<file path="src/rtl/bus_slave_regfile_pkg.sv">
// Shared encodings for the bus slave register file: transfer direction,
// FSM states and the wait-counter width.
package bus_slave_regfile_pkg;

  localparam logic READ   = 1'b1;
  localparam logic WRITE  = 1'b0;
  localparam int   WORD_W = 32;
  localparam int   CNT_W  = 4;

  typedef enum logic [1:0] {
    BUS_SLAVE_IDLE = 2'd0,
    BUS_SLAVE_WAIT = 2'd1,
    BUS_SLAVE_RESP = 2'd2
  } bus_slave_state_e;

endpackage

</file>
<file path="src/rtl/bus_slave_mem.sv">
// 1W1R register bank: synchronous write, combinational read, synchronous
// clear of every word on reset.
module bus_slave_mem #(
  parameter int ADDR_W = 4,
  parameter int DATA_W = 32
) (
  input  logic              clk,
  input  logic              reset,
  input  logic              i_we,
  input  logic [ADDR_W-1:0] i_waddr,
  input  logic [DATA_W-1:0] i_wdata,
  input  logic [ADDR_W-1:0] i_raddr,
  output logic [DATA_W-1:0] o_rdata
);

  logic [DATA_W-1:0] r_mem [2**ADDR_W];

  always_ff @(posedge clk) begin
    if (reset) begin
      for (int i = 0; i < 2**ADDR_W; i++) r_mem[i] <= '0;
    end else if (i_we) begin
      r_mem[i_waddr] <= i_wdata;
    end
  end

  assign o_rdata = r_mem[i_raddr];

endmodule

</file>
<file path="src/rtl/bus_slave_regfile.sv">
// Bus slave endpoint: accepts a strobed request, inserts WAIT_STATES idle
// cycles, then pulses s_rdy_ low for one cycle. Define BUS_SLAVE_RO_EN to make
// word 0 a read-only ID register.
module bus_slave_regfile
  import bus_slave_regfile_pkg::*;
#(
  parameter int          ADDR_W      = 4,
  parameter int          WAIT_STATES = 1,
  parameter logic [31:0] ID_VALUE    = 32'h415A_0001
) (
  input  logic              clk,
  input  logic              reset,
  input  logic              s_cs_,
  input  logic              s_as_,
  input  logic              s_rw,
  input  logic [ADDR_W-1:0] s_addr,
  input  logic [WORD_W-1:0] s_wr_data,
  output logic [WORD_W-1:0] s_rd_data,
  output logic              s_rdy_
);

`ifdef BUS_SLAVE_RO_EN
  localparam logic RO_EN = 1'b1;
`else
  localparam logic RO_EN = 1'b0;
`endif

  bus_slave_state_e  r_state;
  logic [CNT_W-1:0]  r_cnt;
  logic              r_rw;
  logic              r_guard;
  logic [ADDR_W-1:0] r_addr;
  logic [WORD_W-1:0] r_wdata;
  logic [WORD_W-1:0] r_rd_data;
  logic              r_rdy_;

  logic              w_accept;
  logic              w_wait_done;
  logic              w_to_resp;
  logic              w_rsp_rw;
  logic [ADDR_W-1:0] w_raddr;
  logic [WORD_W-1:0] w_mem_rdata;
  logic [WORD_W-1:0] w_rd_word;
  logic              w_we;

  assign w_accept    = (r_state == BUS_SLAVE_IDLE) && !s_cs_ && !s_as_ && !r_guard;
  assign w_wait_done = (r_state == BUS_SLAVE_WAIT) && !s_cs_ && (r_cnt == 4'd1);
  assign w_to_resp   = (w_accept && (WAIT_STATES == 0)) || w_wait_done;

  // With zero wait states RESP follows accept directly, so read from the live bus.
  assign w_rsp_rw  = w_accept ? s_rw   : r_rw;
  assign w_raddr   = w_accept ? s_addr : r_addr;
  assign w_rd_word = (RO_EN && (w_raddr == '0)) ? ID_VALUE : w_mem_rdata;

  assign w_we = (r_state == BUS_SLAVE_RESP) && (r_rw == WRITE) &&
                !(RO_EN && (r_addr == '0));

  bus_slave_mem #(.ADDR_W(ADDR_W), .DATA_W(WORD_W)) u_mem (
    .clk     (clk),
    .reset   (reset),
    .i_we    (w_we),
    .i_waddr (r_addr),
    .i_wdata (r_wdata),
    .i_raddr (w_raddr),
    .o_rdata (w_mem_rdata)
  );

  always_ff @(posedge clk) begin
    if (reset) begin
      r_state   <= BUS_SLAVE_IDLE;
      r_cnt     <= '0;
      r_rw      <= READ;
      r_addr    <= '0;
      r_wdata   <= '0;
      r_guard   <= 1'b0;
      r_rdy_    <= 1'b1;
      r_rd_data <= '0;
    end else begin
      r_rdy_    <= !w_to_resp;
      r_rd_data <= (w_to_resp && (w_rsp_rw == READ)) ? w_rd_word : '0;
      // Masks the requester's strobe that is still low in the cycle after ready.
      r_guard   <= (r_state == BUS_SLAVE_RESP);
      case (r_state)
        BUS_SLAVE_IDLE: begin
          if (w_accept) begin
            r_rw    <= s_rw;
            r_addr  <= s_addr;
            r_wdata <= s_wr_data;
            r_cnt   <= CNT_W'(WAIT_STATES);
            r_state <= (WAIT_STATES > 0) ? BUS_SLAVE_WAIT : BUS_SLAVE_RESP;
          end
        end
        BUS_SLAVE_WAIT: begin
          if (s_cs_) begin
            r_cnt   <= '0;
            r_state <= BUS_SLAVE_IDLE;
          end else begin
            r_cnt <= r_cnt - 4'd1;
            if (r_cnt == 4'd1) r_state <= BUS_SLAVE_RESP;
          end
        end
        BUS_SLAVE_RESP: r_state <= BUS_SLAVE_IDLE;
        default:        r_state <= BUS_SLAVE_IDLE;
      endcase
    end
  end

  assign s_rdy_    = r_rdy_;
  assign s_rd_data = r_rd_data;

endmodule

</file>
<file path="config.mk">
export PLATFORM = sky130hd
export DESIGN_NAME = bus_slave_regfile
export DESIGN_NICKNAME = d
export VERILOG_FILES = /design/src/rtl/bus_slave_regfile_pkg.sv /design/src/rtl/bus_slave_mem.sv /design/src/rtl/bus_slave_regfile.sv
export SDC_FILE = /design/constraint.sdc
export NUM_CORES = 1
export LEC_CHECK = 0
export BUFFER_PORTS_ARGS = -buffer_cell sky130_fd_sc_hd__buf_4
export CAP_MARGIN = 20
export CORE_MARGIN = 3
export CORE_UTILIZATION = 45
export CTS_BUF_LIST = sky130_fd_sc_hd__clkbuf_4
export DETAILED_ROUTE_END_ITERATION = 10
export GPL_TIMING_DRIVEN = 1
export PLACE_DENSITY = 0.59
export SLEW_MARGIN = 20
export SYNTH_ARGS = -nofsm -noshare
export SYNTH_HDL_FRONTEND = slang
export SYNTH_SLANG_ARGS = --single-unit
</file>
<file path="constraint.sdc">
create_clock -name clk -period 4 [get_ports clk]
set_clock_uncertainty 0.05 [all_clocks]
set_input_delay 1 -clock clk [delete_from_list [all_inputs] [get_ports clk]]
set_output_delay 1 -clock clk [all_outputs]
set_load 0.01 [all_outputs]
</file>
Word-level counts from Yosys, hierarchy flattened
Memory sizes are Yosys's and may differ from the RTL's. A register that Yosys moved wholly into a read port is not among the register bits.
Cells that the tools add are included.
{"block": "word_totals", "out_inout_bits": 33, "mem_bits_rw": 512, "mem_count": 1, "register_bits": 45}
{"block": "op_classes", "bitwise": 2, "n_mux": 17, "n_addsub": 1, "n_reduce_logical": 18, "eq_ne": 5}
{"name": "u_mem.r_mem", "words": 16, "width": 32, "rd": 1, "rd_ports_with_merged_regs": 1, "wr": 16, "line": "bus_slave_mem.sv:16", "source": "logic [DATA_W-1:0] r_mem [2**ADDR_W];"}
{"op": "32-bit 2-to-1 mux", "count": 1}
{"op": "32-bit OR reduction", "count": 1}
{"op": "4-bit 2-to-1 mux", "count": 4}
{"op": "4-bit one-hot mux with 2 select lines", "count": 1}
{"op": "1-bit logical AND", "count": 7}
{"op": "1-bit 2-to-1 mux", "count": 7}
{"op": "2-bit 2-to-1 mux", "count": 3}
{"op": "2-bit AND reduction", "count": 3}
{"op": "4-bit by 1-bit equality test with 1-bit output, second input constant", "count": 1}
{"op": "1-bit logical NOT", "count": 4}
{"op": "2-bit one-hot mux with 2 select lines", "count": 1}
{"op": "4-bit by 1-bit subtractor with 4-bit output, second input constant", "count": 1}
{"op": "3-bit by 2-bit != test with 1-bit output, second input constant", "count": 1}
{"op": "2-bit by 1-bit equality test with 1-bit output, second input constant", "count": 1}
{"op": "2-bit equality test, second input constant", "count": 1}
{"op": "2-bit logical NOT", "count": 1}
{"op": "2-bit != test, second input constant", "count": 1}
{"op": "1-bit NOT", "count": 2}
{"op": "2-bit nonzero test", "count": 1}
{"op": "2-bit OR reduction", "count": 1}

Longest topological paths before layout
{"block": "depth", "ltp_word": 8, "mapped_depth": 10, "ltp_nobuf": 8}

Cells and area by module
A second synthesis with hierarchy kept.
{"block": "hier_totals", "cells_unflattened": 1697, "area_unflattened_um2": 25525.7}
{"mod": "bus_slave_mem", "area_per_inst_um2": 22853.2, "seq_area_each_um2": 15374.7, "cells_each": 1416, "instances": 1}
{"mod": "bus_slave_regfile", "area_per_inst_um2": 2672.6, "seq_area_each_um2": 1541.5, "cells_each": 281, "instances": 1}

Worst setup path after synthesis
Ideal clock, no wire load.
{"block": "synth_path", "path_type": "input to register", "start": "input s_cs_", "end": "register r_rd_data[7] (netlist: s_rd_data[7]), read port of u_mem.r_mem", "cell_stages": 9, "required_time_ps": 3890, "setup_ps": 60, "t_arrival_ps": 3169, "setup_slack_ps": 721, "path_cell_list": "or4_1 > buf_2 > nor2_8 > mux2i_1 > clkbuf_1 > clkbuf_1 > o21ai_0 > o211ai_1 > a32o_1"}
{"block": "synth_via", "elab_chain_len": 8, "word_cells_on_any_way": 11}
{"element": "from (decl)", "line": "bus_slave_regfile.sv:13", "source": "input logic s_cs_,"}
{"element": "1-bit logical NOT *", "line": "bus_slave_regfile.sv:46, bus_slave_regfile.sv:47"}
{"element": "1-bit logical AND (3 in a row)", "line": "bus_slave_regfile.sv:46", "source": "assign w_accept = (r_state == BUS_SLAVE_IDLE) && !s_cs_ && !s_as_ && !r_guard;"}
{"element": "1-bit 2-to-1 mux"}
{"element": "1-bit logical AND", "line": "bus_slave_regfile.sv:80", "source": "r_rd_data <= (w_to_resp && (w_rsp_rw == READ)) ? w_rd_word : '0;"}
{"element": "1-bit NOT (no line)"}
{"element": "2-bit OR reduction (no line)"}
{"element": "to (decl)", "line": "bus_slave_regfile.sv:34", "source": "logic [WORD_W-1:0] r_rd_data;"}
Every way passes the cells marked *; elsewhere a longest branch is shown, timed or not.
A chain may end at the register's enable or synchronous reset.

Worst setup path after layout
{"block": "layout_path", "start": "register r_state[1]", "end": "register r_rd_data[0] (netlist: s_rd_data[0]), read port of u_mem.r_mem"}
{"block": "layout_via", "elab_chain_len": 8, "word_cells_on_any_way": 12}
{"element": "from (decl)", "line": "bus_slave_regfile.sv:28", "source": "bus_slave_state_e r_state;"}
{"element": "from (signal assigned)", "line": "bus_slave_regfile.sv:90", "source": "r_state <= (WAIT_STATES > 0) ? BUS_SLAVE_WAIT : BUS_SLAVE_RESP;"}
{"element": "2-bit logical NOT", "line": "bus_slave_regfile.sv:46"}
{"element": "1-bit logical AND (3 in a row)", "line": "bus_slave_regfile.sv:46"}
{"element": "1-bit 2-to-1 mux"}
{"element": "1-bit logical AND", "line": "bus_slave_regfile.sv:80"}
{"element": "1-bit NOT (no line)"}
{"element": "2-bit OR reduction (no line)"}
Parallel ways exist; a longest one is shown, timed or not.

==> results.txt <==
Synth Area in Adders: 0.000913
Setup Viol. Count Final: 0
CTS Buffer Depth: 3
hold wc startpoint: reset
RSZ-0062 raised after global routing: no
status: finished clean
vias: 20200
cell taking the most area after synthesis: edfxtp_1
dpl cells: 3034
Final Instance Count excl. Fillers: 3332
chip height: 253 microns
share of flip-flops with an asynchronous set or reset: 0
Critical Path Sink Type: flip-flop
maximum VDD drop: 0.000216 V
M3 GR Usage: 0.0830
Via density: 6.08
synthesis-to-layout area growth: 14.4%
first-pass GRT wire length: 134000 microns
synth unique cells: 43
Die Width: 253 microns
wire length per cell after detailed routing: 27.6 microns
Final Hold Vio Count: 0
CTS Hold Bufs: 0
DR pass1 iterations: 5
Critical Path Start: r_state[1]$_SDFFE_PP0P_
Max Clock Freq: 0.318 GHz
largest family of logic cells by synthesized area: simple AND/OR/NAND/NOR gates
Hold Path Class: in -> reg
GRT busiest layer: met2
Maximum Capacitance Violations: 0
post-route ant nets: 0
CTS resizes: 0
io pins: 74
DP HPWL: 47500 microns
Layout Utilization: 0.525
CP Cell Sequence: inv_1 > nand3_4 > buf_12 > a21boi_0 > a211oi_1 > o21ai_0 > a32o_1
Clock Root Buffer: clkbuf_4
Core ar.: 59700 sq um
Worst-Margin Slew: 1.16 ns
Syn Area/Cell: 11.7 sq um
Overflow after GRT: 0
Initial Util: 0.459
Tmin final: 3.15 ns
Compound-Gate Fraction of Synth Area: 0.169
Startpoint Class: flip-flop
area share of the largest cell type after synthesis: 0.561
xor-xnor portion of the synthesized cell area: 0
met2 Use GR: 0.448
Residual DRC: 0
Yosys warning total: 0
Syn Inst Count: 2336
Worst EP arrival: 4.01 ns
synthesis-stage register bit count: 589
die area: 63900 sq um
Setup CP Type: reg -> reg
Clock Latency Late Sink: 1.02 ns
initial drt markers: 2425
top cells by area, synth: edfxtp_1 (56%), and2_1 (12%), dfxtp_1 (5.6%), a21boi_0 (3.5%), a211oi_1 (3.5%)
final slew viol count: 0
nets@finish: 2464
final wirelength: 92000 microns
Total GRT Usage: 0.291
Power Density: 449 nW/um^2
antenna violations before repair: 3
CTS sink cnt: 589
total clock buffers created by CTS: 158
H-tree depth: 4
multiplexer share of the synthesized area: 0.00151
top_reg_cell synth: edfxtp_1
clock-pin slew on the worst setup and hold paths: 0.06 ns
setup_tns: 0 ns
layout cells sized above 1: 0.194
syn_nets: 2379
Port Buf Inserts: 73
Max FO, Critical Path: 160
RR Startpoint: r_state[1]$_SDFFE_PP0P_
vias in the first global route: 20100
CTS tree: yes
Post-Synthesis Cell Area: 27400 sq um
# rows: 89
Worst path max stage delay: 0.68 ns
data required time of the worst path: 4.86 ns
gpl congestion: 0.817
post-CTS setup buffers: 0
Seq/Total Area, Yosys: 0.617
post-synthesis simple-gate area fraction: 0.173
Final period util: 0.787
GRT met1 Usage: 0.395
largest net degree at the start of global routing: 161
Leakage: 11.4 nW
Post-synth EDFFs: 512
Critical-path top delay cell: dfxtp_1
Slew HR: 0.224
routing by layer:
metal / part of all wire / vias up
met4: 0.033 / 0
met3: 0.10 / 213
li1: - / 8838
met5: 0 / -
met1: 0.41 / 10100
met2: 0.45 / 1122
critical path, delay by kind of cell (launching register included):
family	cells	cell delay, ns
AOI/OAI and AO/OA	4	1.04
DFF	1	0.68
buffers and inverters	2	0.65
and+or+nand+nor	1	0.13
metrics by stage:
step	setup slack, ns	hold slack (ns)	area, sq um	total power, mW
detailed placement	0.186	0.453	29100	8.18
CTS	0.923	0.0381	31300	14.1
global route	0.768	0.0517	31300	14.6
global placement	0.187	0.424	29100	8.16
finish	0.853	0.139	31300	14.1
floorplan	0.721	0.410	27400	7.68
cell usage in the layout (no fill, tap or decap), drive strengths merged, types with 32 or more instances in the layout:
master / n
nand3b: 32
a21oi: 71
buf: 161
nor3: 69
nor2: 118
o21ai: 166
a32o: 32
clkbuf: 250
nand2: 72
a211oi: 126
o211ai: 63
edfxtp: 512
a21boi: 128
dfxtp: 77
and2: 513
final timing paths:
path	to	slack, ns	cells after the start
hold / removal	r_guard$_SDFF_PP0_	0.14	2
hold reg to reg	r_cnt[1]$_SDFFE_PP0P_	0.48	1
setup reg to reg	s_rd_data[0]$_SDFF_PP0_	0.85	7
setup / recovery	s_rd_data[0]$_SDFF_PP0_	0.85	7
power by group:
| group | internal [mW] | total, mW | switching (mW) |
|---|---|---|---|
| registers | 6.85 | 6.98 | 0.135 |
| clock network | 3.36 | 6.00 | 2.64 |
| logic | 0.326 | 1.08 | 0.759 |
logic make-up (layout without fill, tap and decap cells):
| family | count (synthesis) | after routing |
|---|---|---|
| muxes | 4 | 4 |
| adders and majority gates | 2 | 2 |
| other | 0 | 6 |
| and+or+nand+nor | 839 | 839 |
| AOI/OAI and AO/OA | 659 | 659 |
| buffers and inverters | 243 | 460 |
| DFF | 589 | 589 |
cell type report:
cell class                      count  area [sq um]
Inverter                            7          26.3
Clock inverter                     42           395
Multi-Input combinational cell   1504          9650
Timing Repair Buffer              161          1500
Fill cell                        5243         28300
Clock buffer                      250          1880
Antenna cell                        6          15.0
Sequential cell                   589         16900
Tap cell                          773           967
state kept, by name (all words and copies together) (netlist names):
name and flops:
r_state 2, r_cnt 4, s_rdy_ 1, s_rd_data 32, r_rw 1, r_wdata 32
u_mem.r_mem 512, r_guard 1, r_addr 4
cells in the mapped netlist (all sizes together), types with 3 or more instances:
library cell and instances:
and2 513, edfxtp 512, clkbuf 173, o21ai 166, a21boi 128, a211oi 126, nor2 118, dfxtp 77
nand2 72, a21oi 71, nor3 69, buf 63, o211ai 63, a32o 32, nand3b 32, a221oi 31
o31a 31, or2 16, inv 7, nand2b 6, or3 5, mux2i 3
(Power assumes the default switching activity.)
